===== src/rtl/accum_ctrl8_if.sv =====
// rtl/accum_ctrl8_if.sv - command, add/sub unit and result bundle for accum_ctrl8
interface accum_ctrl8_if #(
    parameter int CNT_W = 8
);
    logic             cmd_valid;
    logic             cmd_ready;
    logic [1:0]       cmd_op;
    logic [7:0]       cmd_data;
    logic [7:0]       add_a;
    logic [7:0]       add_b;
    logic             add_sub;
    logic [7:0]       add_s;
    logic             add_ovfl;
    logic             res_valid;
    logic             res_ready;
    logic [7:0]       res_data;
    logic             res_ovfl;
    logic             sticky_ovfl;
    logic [CNT_W-1:0] op_count;

    // Accumulator controller side.
    modport slave (
        input  cmd_valid, cmd_op, cmd_data, add_s, add_ovfl, res_ready,
        output cmd_ready, add_a, add_b, add_sub, res_valid, res_data,
               res_ovfl, sticky_ovfl, op_count
    );

    // Command source, add/sub unit and result consumer side.
    modport master (
        output cmd_valid, cmd_op, cmd_data, add_s, add_ovfl, res_ready,
        input  cmd_ready, add_a, add_b, add_sub, res_valid, res_data,
               res_ovfl, sticky_ovfl, op_count
    );
endinterface


===== src/rtl/accum_ctrl8.sv =====
// rtl/accum_ctrl8.sv - 8-bit accumulator controller driving an external add/sub unit
module accum_ctrl8 #(
    parameter int CNT_W = 8
) (
    input  logic         clk,
    input  logic         rst_n,
    accum_ctrl8_if.slave bus
);
    typedef enum logic [1:0] {
        IDLE = 2'd0,
        EXEC = 2'd1,
        RESP = 2'd2
    } state_t;

    localparam logic [1:0] OP_LOAD = 2'b00;
    localparam logic [1:0] OP_ADD  = 2'b01;
    localparam logic [1:0] OP_SUB  = 2'b10;
    localparam logic [1:0] OP_CLR  = 2'b11;

    localparam logic [CNT_W-1:0] CNT_MAX = {CNT_W{1'b1}};
    localparam logic [CNT_W-1:0] CNT_ONE = CNT_W'(1);

    state_t           state;
    state_t           state_next;

    logic [1:0]       op_q;
    logic [7:0]       data_q;
    logic [7:0]       acc_q;
    logic [7:0]       res_data_q;
    logic             res_ovfl_q;
    logic             sticky_q;
    logic [CNT_W-1:0] cnt_q;

    logic             cmd_ready_c;
    logic             res_valid_c;
    logic [7:0]       add_a_c;
    logic [7:0]       add_b_c;
    logic             add_sub_c;
    logic             cmd_fire;
    logic             is_arith;

    assign cmd_fire = bus.cmd_valid && cmd_ready_c;
    assign is_arith = (op_q == OP_ADD) || (op_q == OP_SUB);

    // FSM state register.
    always_ff @(posedge clk) begin
        if (!rst_n) begin
            state <= IDLE;
        end else begin
            state <= state_next;
        end
    end

    // Next-state decode and handshake / add-unit drive for the current state.
    always_comb begin
        state_next  = state;
        cmd_ready_c = 1'b0;
        res_valid_c = 1'b0;
        add_a_c     = acc_q;
        add_b_c     = 8'h00;
        add_sub_c   = 1'b0;
        case (state)
            IDLE: begin
                // Held low while reset is asserted so no command is taken then.
                cmd_ready_c = rst_n;
                if (bus.cmd_valid && rst_n) begin
                    state_next = EXEC;
                end
            end
            EXEC: begin
                add_b_c    = data_q;
                add_sub_c  = (op_q == OP_SUB);
                state_next = RESP;
            end
            RESP: begin
                res_valid_c = 1'b1;
                if (bus.res_ready) begin
                    state_next = IDLE;
                end
            end
            default: begin
                state_next = IDLE;
            end
        endcase
    end

    // Command capture, accumulator update and result/status registers.
    always_ff @(posedge clk) begin
        if (!rst_n) begin
            op_q       <= OP_LOAD;
            data_q     <= 8'h00;
            acc_q      <= 8'h00;
            res_data_q <= 8'h00;
            res_ovfl_q <= 1'b0;
            sticky_q   <= 1'b0;
            cnt_q      <= '0;
        end else begin
            if (cmd_fire) begin
                op_q   <= bus.cmd_op;
                data_q <= bus.cmd_data;
            end
            if (state == EXEC) begin
                case (op_q)
                    OP_LOAD: begin
                        acc_q      <= data_q;
                        res_data_q <= data_q;
                    end
                    OP_CLR: begin
                        acc_q      <= 8'h00;
                        res_data_q <= 8'h00;
                    end
                    default: begin
                        acc_q      <= bus.add_s;
                        res_data_q <= bus.add_s;
                    end
                endcase
                res_ovfl_q <= is_arith && bus.add_ovfl;
                // CLR is the only command that drops the sticky flag; LOAD keeps it.
                if (op_q == OP_CLR) begin
                    sticky_q <= 1'b0;
                end else if (is_arith && bus.add_ovfl) begin
                    sticky_q <= 1'b1;
                end
                if (cnt_q != CNT_MAX) begin
                    cnt_q <= cnt_q + CNT_ONE;
                end
            end
        end
    end

    assign bus.cmd_ready   = cmd_ready_c;
    assign bus.res_valid   = res_valid_c;
    assign bus.add_a       = add_a_c;
    assign bus.add_b       = add_b_c;
    assign bus.add_sub     = add_sub_c;
    assign bus.res_data    = res_data_q;
    assign bus.res_ovfl    = res_ovfl_q;
    assign bus.sticky_ovfl = sticky_q;
    assign bus.op_count    = cnt_q;
endmodule


===== src/flat_wrapper.sv =====
// flat-port wrapper written by rule: the top's interface ports become plain ports
module accum_ctrl8_flat 
#(
    parameter int CNT_W = 8
)
  (clk, rst_n, bus_cmd_valid, bus_cmd_op, bus_cmd_data, bus_add_s, bus_add_ovfl, bus_res_ready, bus_cmd_ready, bus_add_a, bus_add_b, bus_add_sub, bus_res_valid, bus_res_data, bus_res_ovfl, bus_sticky_ovfl, bus_op_count);
  accum_ctrl8_if #(.CNT_W(CNT_W)) bus_i ();
  input  logic clk;
  input  logic rst_n;
  input wire logic [$bits(bus_i.cmd_valid)-1:0] bus_cmd_valid;
  input wire logic [$bits(bus_i.cmd_op)-1:0] bus_cmd_op;
  input wire logic [$bits(bus_i.cmd_data)-1:0] bus_cmd_data;
  input wire logic [$bits(bus_i.add_s)-1:0] bus_add_s;
  input wire logic [$bits(bus_i.add_ovfl)-1:0] bus_add_ovfl;
  input wire logic [$bits(bus_i.res_ready)-1:0] bus_res_ready;
  output wire logic [$bits(bus_i.cmd_ready)-1:0] bus_cmd_ready;
  output wire logic [$bits(bus_i.add_a)-1:0] bus_add_a;
  output wire logic [$bits(bus_i.add_b)-1:0] bus_add_b;
  output wire logic [$bits(bus_i.add_sub)-1:0] bus_add_sub;
  output wire logic [$bits(bus_i.res_valid)-1:0] bus_res_valid;
  output wire logic [$bits(bus_i.res_data)-1:0] bus_res_data;
  output wire logic [$bits(bus_i.res_ovfl)-1:0] bus_res_ovfl;
  output wire logic [$bits(bus_i.sticky_ovfl)-1:0] bus_sticky_ovfl;
  output wire logic [$bits(bus_i.op_count)-1:0] bus_op_count;
  assign bus_i.cmd_valid = bus_cmd_valid;
  assign bus_i.cmd_op = bus_cmd_op;
  assign bus_i.cmd_data = bus_cmd_data;
  assign bus_i.add_s = bus_add_s;
  assign bus_i.add_ovfl = bus_add_ovfl;
  assign bus_i.res_ready = bus_res_ready;
  assign bus_cmd_ready = bus_i.cmd_ready;
  assign bus_add_a = bus_i.add_a;
  assign bus_add_b = bus_i.add_b;
  assign bus_add_sub = bus_i.add_sub;
  assign bus_res_valid = bus_i.res_valid;
  assign bus_res_data = bus_i.res_data;
  assign bus_res_ovfl = bus_i.res_ovfl;
  assign bus_sticky_ovfl = bus_i.sticky_ovfl;
  assign bus_op_count = bus_i.op_count;
  accum_ctrl8 #(.CNT_W(CNT_W)) u_core (.clk(clk), .rst_n(rst_n), .bus(bus_i));
endmodule

===== config.mk =====
export PLATFORM = sky130hd
export DESIGN_NAME = accum_ctrl8_flat
export DESIGN_NICKNAME = d
export VERILOG_FILES = /design/src/rtl/accum_ctrl8_if.sv /design/src/rtl/accum_ctrl8.sv /design/src/flat_wrapper.sv
export SDC_FILE = /design/constraint.sdc
export NUM_CORES = 1
export LEC_CHECK = 0
export CORE_MARGIN = 2
export CORE_UTILIZATION = 35
export CTS_BUF_LIST = sky130_fd_sc_hd__clkbuf_4 sky130_fd_sc_hd__clkbuf_8
export DETAILED_ROUTE_END_ITERATION = 10
export PLACE_DENSITY = 0.79
export SETUP_SLACK_MARGIN = 0.5
export SLEW_MARGIN = 30
export SYNTH_ARGS = -nofsm -noshare
export SYNTH_HDL_FRONTEND = slang
export SYNTH_SLANG_ARGS = --single-unit

===== constraint.sdc =====
create_clock -name clk -period 1.6 [get_ports clk]
set_clock_uncertainty 0.15 [all_clocks]
set_input_delay 0.32 -clock clk [delete_from_list [all_inputs] [get_ports clk]]
set_output_delay 0.32 -clock clk [all_outputs]
set_load 0.01 [all_outputs]

== Yosys cells after proc, flatten, opt, wreduce, memory -nomap -nowiden ==
Index checks and enable logic that the tools add are counted.

* Flip-flop bits (word level): 30
* Input bits: 23
* Output and inout bits: 37
* Word-level logic and storage cells: 36

* Add/sub/neg operators: 1
* Equal/unequal tests: 8
* Muxes and demuxes: 10
* Reduce and logical (&&, ||, !) cells: 10

{| class="wikitable"
|+ Operators with widths
! cell !! count
|-
| 8-bit one-hot mux with 2 select lines || 1
|-
| 8-bit by 1-bit adder with 8-bit output, second input constant || 1
|-
| 8-bit 2-to-1 mux || 1
|-
| 8-bit != test, second input constant || 1
|-
| 2-bit equality test, second input constant || 3
|-
| 2-bit one-hot mux with 3 select lines || 1
|-
| 2-bit AND reduction || 3
|-
| 1-bit 2-to-1 mux || 5
|-
| 2-bit by 1-bit equality test with 1-bit output, second input constant || 2
|-
| 2-bit logical NOT || 2
|-
| 2-bit 2-to-1 mux || 2
|-
| 1-bit logical AND || 3
|-
| 2-bit by 1-bit != test with 1-bit output, second input constant || 1
|-
| 2-bit != test, second input constant || 1
|-
| 2-bit nonzero test || 1
|-
| 1-bit logical OR || 1
|}

== Longest topological paths before layout ==
* Word-level depth: 5
* Mapped depth: 6
* Depth with buffers taken out: 5

== Worst setup path before layout ==
Ideal clock, no wire load.

* Kind: input port to output port
* Start point: in rst_n
* End point: out bus_cmd_ready
* Data arrival time: 1115 ps
* Data required time: 1130 ps
* Path slack: 15 ps
* Cell stages on the path: 4
* Path buffers: 2
* Path through: buf_2 clkinv_1 clkbuf_1 nor3_1

* Longest elaborated chain between the ends: 1

{| class="wikitable"
|+ Ends and longest elaborated chain
! what !! RTL line !! RTL
|-
| start: declaration || flat_wrapper.sv:9 || <nowiki>input logic rst_n;</nowiki>
|-
| 1-bit 2-to-1 mux || accum_ctrl8.sv:62 || <nowiki>case (state)</nowiki>
|-
| end: declaration || flat_wrapper.sv:16 || <nowiki>output wire logic [$bits(bus_i.cmd_ready)-1:0] bus_cmd_ready;</nowiki>
|}

No other way between the ends.

== Final worst setup path ==
* Start point: reg u_core.state[1]
* End point: out bus_add_sub

* Longest elaborated chain between the ends: 2

{| class="wikitable"
|+ Ends and longest elaborated chain
! what !! RTL line !! RTL
|-
| start: declaration || accum_ctrl8.sv:23 || <nowiki>state_t state;</nowiki>
|-
| start signal: assignment || accum_ctrl8.sv:50 || <nowiki>state <= state_next;</nowiki>
|-
| 2-bit by 1-bit equality test with 1-bit output || accum_ctrl8.sv:62 ||
|-
| 1-bit 2-to-1 mux || accum_ctrl8.sv:62 ||
|-
| end: declaration || flat_wrapper.sv:19 || <nowiki>output wire logic [$bits(bus_i.add_sub)-1:0] bus_add_sub;</nowiki>
|}

No other way between the ends.

==> impl_metrics.toml <==
[worst_setup_path]
crit-reg2reg-launch = "u_core.op_q[1]$_SDFFE_PN0P_"
critPathSlowestCell = "dfxtp_4"
arrival_ns = 1.16
crit_family = "simple AND/OR/NAND/NOR gates"
crit_path_cell_trace = "and2b_4 > and2_4 > buf_6"
critPathCaptureType = "primary output"
critPathMaxStageDelay_ns = 0.35
critPathBufInv = 1
worstSetupPathType = "flip-flop to primary output"
critPathMaxFanout = 5
startpoint_type = "flip-flop"
critPathRequiredTime_ns = 1.13
reg2reg_slack_ns = 0
r2r_end = "u_core.bus.add_a[0]$_SDFFE_PN0P_"
reg2regPathDepth = 7

[sta]
slew_viol_final = 0
setup_viol = 10
rsz0062_at_grt = "yes"
min_period_ns = 1.635
hold_violations = 0
fin_ws_ns = -0.03471
fmax_mhz = 611.7
post-route-period-util_pct = 102.2
max_slew_margin_pct = 74.78
worstMarginPinSlew_ns = 0.3782
whs_ns = 0.3299

[synth]
syn_area_mm2 = 0.001441
yosys.area.top_type = "dfxtp_1"
ys_ff_latch = 30
synth_edf_count = 0
ys_warn_count = 0
synth_nets = 202
synth_cell_types = 32
ys_top_cells_by_area = "dfxtp_1 42%, nand2_1 7.0%, a221oi_1 6.1%"
synthCells = 175
synth_seq_area_share_pct = 41.67
postSynthAreaPerCell_um2 = 8.236
netlist.area_leader.share_pct = 41.67
ys.flop_type = "dfxtp_1"
async_reset_ff_share_pct = 0

[global_route]
grt_pass1_vias = 1487
grt_pass1_wl_um = 7113
antenna_found_initial = 0
grt_max_degree = 25
overflow = 0
grt_usage_pct = 20.63

[die]
ios = 60
die_h_um = 68.18
core_area_mm2 = 0.003971
initial_utilization_pct = 36.29
dieWidth_um = 68.18
die-area_mm2 = 0.004648
fp-row-count = 23

[placement]
port_buffers = 59
gp_congestion = 0.7442
place_hpwl_um = 2687

[cts]
clk_pin_slew_worst_paths_ns = 0.07
clock_sinks = 30
cts_tree = "yes"
clockRootBuffer = "clkbuf_8"
hold_buffers = 0
cts.path.max_buffers = 2
clkLatencyLatePin_ns = 0.28
h-tree-depth = 2
cts_buffers = 5

[drt]
finalWirelength_um = 5582
routedWlPerCell_um = 17.28
avgViaCountPerCell = 5.121
ant_nets = 0
remaining_drc_errors = 0
drt_iter0_markers = 63
first_pass_iters = 4
vias = 1654

[pwr]
power_leakage_uw = 0.001313
clock_power_share_pct = 31.7
switchingPower_uw = 567.3
power_uw = 2044
power_frac_seq_pct = 39.8
power.density_mw_per_mm2 = 644.4
swShare_pct = 27.75
comb_power_share_pct = 28.5
ir_drop_v = 0.0004992
intPower_uw = 1477

[finish]
nFillCells = 222
drive_gt1_share_pct = 69.96
layout_common_cells = "53 x buf_6, 22 x buf_4, 21 x clkdlybuf4s50_1"
fin_nets = 299
multi_input_area_mm2 = 0.001159
antennaDiodeCount = 0
synthToLayoutAreaGrowth_pct = 120.1
layout_commonest_cell = "buf_6"
final-seq-area_um2 = 650.6

[outcome]
outcome = "finished, violations left"
violations = "negative setup slack"

[worst_hold_path]
hold_class = "flip-flop to flip-flop"
whs_path_depth = 2
hold_path_end = "u_core.bus.sticky_ovfl$_SDFFE_PN0P_"
min_from = "u_core.bus.sticky_ovfl$_SDFFE_PN0P_"

[flow_run]
maxCapViolCount = 0
-- what timing repair did --
action / in CTS / in global routing
endpoints found under the hold margin: 0 / 0
pin swaps: 9 / 17
resized for setup: 262 / 42
gates cloned: 1 / 3
endpoints found under the setup margin: 67 / 67
setup buffers: 25 / 7
-- cell usage after synthesis, types with 2 or more instances --
library cell  count
a31oi_1           2
nor2b_1          10
mux2i_1           2
nand2_1          27
a21oi_1          14
dfxtp_1          30
nor2_1            9
buf_2             5
buf_4             9
inv_1             6
a211oi_1          2
ha_1              4
a221oi_1         10
o21ai_0           2
nand2b_1          3
nor3_1           11
nand3_1           3
clkbuf_1          3
and2_1           10
-- power groups by stage --
stage | combinational, uW | clock, uW | sequential (uW)
3_5_place_dp | 341 | 0 | 825
5_1_grt | 617 | 694 | 816
2_1_floorplan | 180 | 0 | 831
4_1_cts | 470 | 653 | 813
3_3_place_gp | 339 | 0 | 822
6_report | 582 | 649 | 813
-- layer usage --
metal	vias to the layer above	share of wire, %	track usage, %
met1	796	43	27.38
met5	-	0	0
met3	2	5.2	4.770
met2	64	51	32.52
met4	0	0.79	7.750
li1	792	-	-
-- worst reg2reg max path, cell delays in order, from the launching register on --
cell and delay, ns:
dfxtp_2 0.34, buf_6 0.11, inv_2 0.05, ha_4 0.31, buf_8 0.14, nor2b_1 0.06
a221oi_2 0.24, nor3_1 0.08
-- logic make-up (layout without fill, tap and decap cells) --
family,Yosys count,count (layout),synth area share [%]
AND/OR/NAND/NOR,80,81,28.21
AO/OA/AOI/OAI,34,34,15.97
buffers and inverters,25,122,9.287
adder cells (fa/ha/maj),4,4,3.472
multiplexers,2,2,1.389
flip-flops,30,30,41.67
-- how the worst max path moves through the flow --
stage | endpoint | slack [ns] | startpoint | cells after the start
after CTS | bus_add_sub | -0.02 | u_core.state[1]$_SDFFE_PN0P_ | 3
after floorplan | u_core.bus.add_a[0]$_SDFFE_PN0P_ | 0.22 | u_core.op_q[1]$_SDFFE_PN0P_ | 6
after global routing | u_core.bus.add_a[7]$_SDFFE_PN0P_ | -0.06 | u_core.op_q[1]$_SDFFE_PN0P_ | 7
after global placement | bus_cmd_ready | -0.43 | rst_n | 4
after detailed placement | bus_cmd_ready | -0.45 | rst_n | 4
final | bus_add_sub | -0.03 | u_core.state[1]$_SDFFE_PN0P_ | 3
-- state kept, by name, summed over array words and instances (netlist names) --
register	flops
u_core.bus.add_a	8
u_core.bus.op_count	8
u_core.bus.res_ovfl	1
u_core.bus.sticky_ovfl	1
u_core.data_q	8
u_core.op_q	2
u_core.state	2
-- per-stage QoR --
stage	std cells	setup TNS [ns]	cell area [um2]	utilization [%]	setup slack [ns]
2_1_floorplan	175	0	1619	-	0.2162
3_3_place_gp	279	-4.117	2238	56.36	-0.4279
3_5_place_dp	279	-4.494	2238	56.36	-0.4456
4_1_cts	313	-0.1313	2850	71.77	-0.01955
5_1_grt	323	-0.6751	3172	79.87	-0.06462
6_report	323	-0.2542	3172	79.87	-0.03471
-- cell type report --
cell class              instances  area share, %
clock buffers                   7          2.840
clock inverters                 1         0.1578
inverters                       7          1.065
multi-input cells             121          36.53
flip-flops and latches         30          20.51
well taps                      50          1.972
repair buffers                107          36.92
No activity file was read; power rests on OpenSTA's default activity.
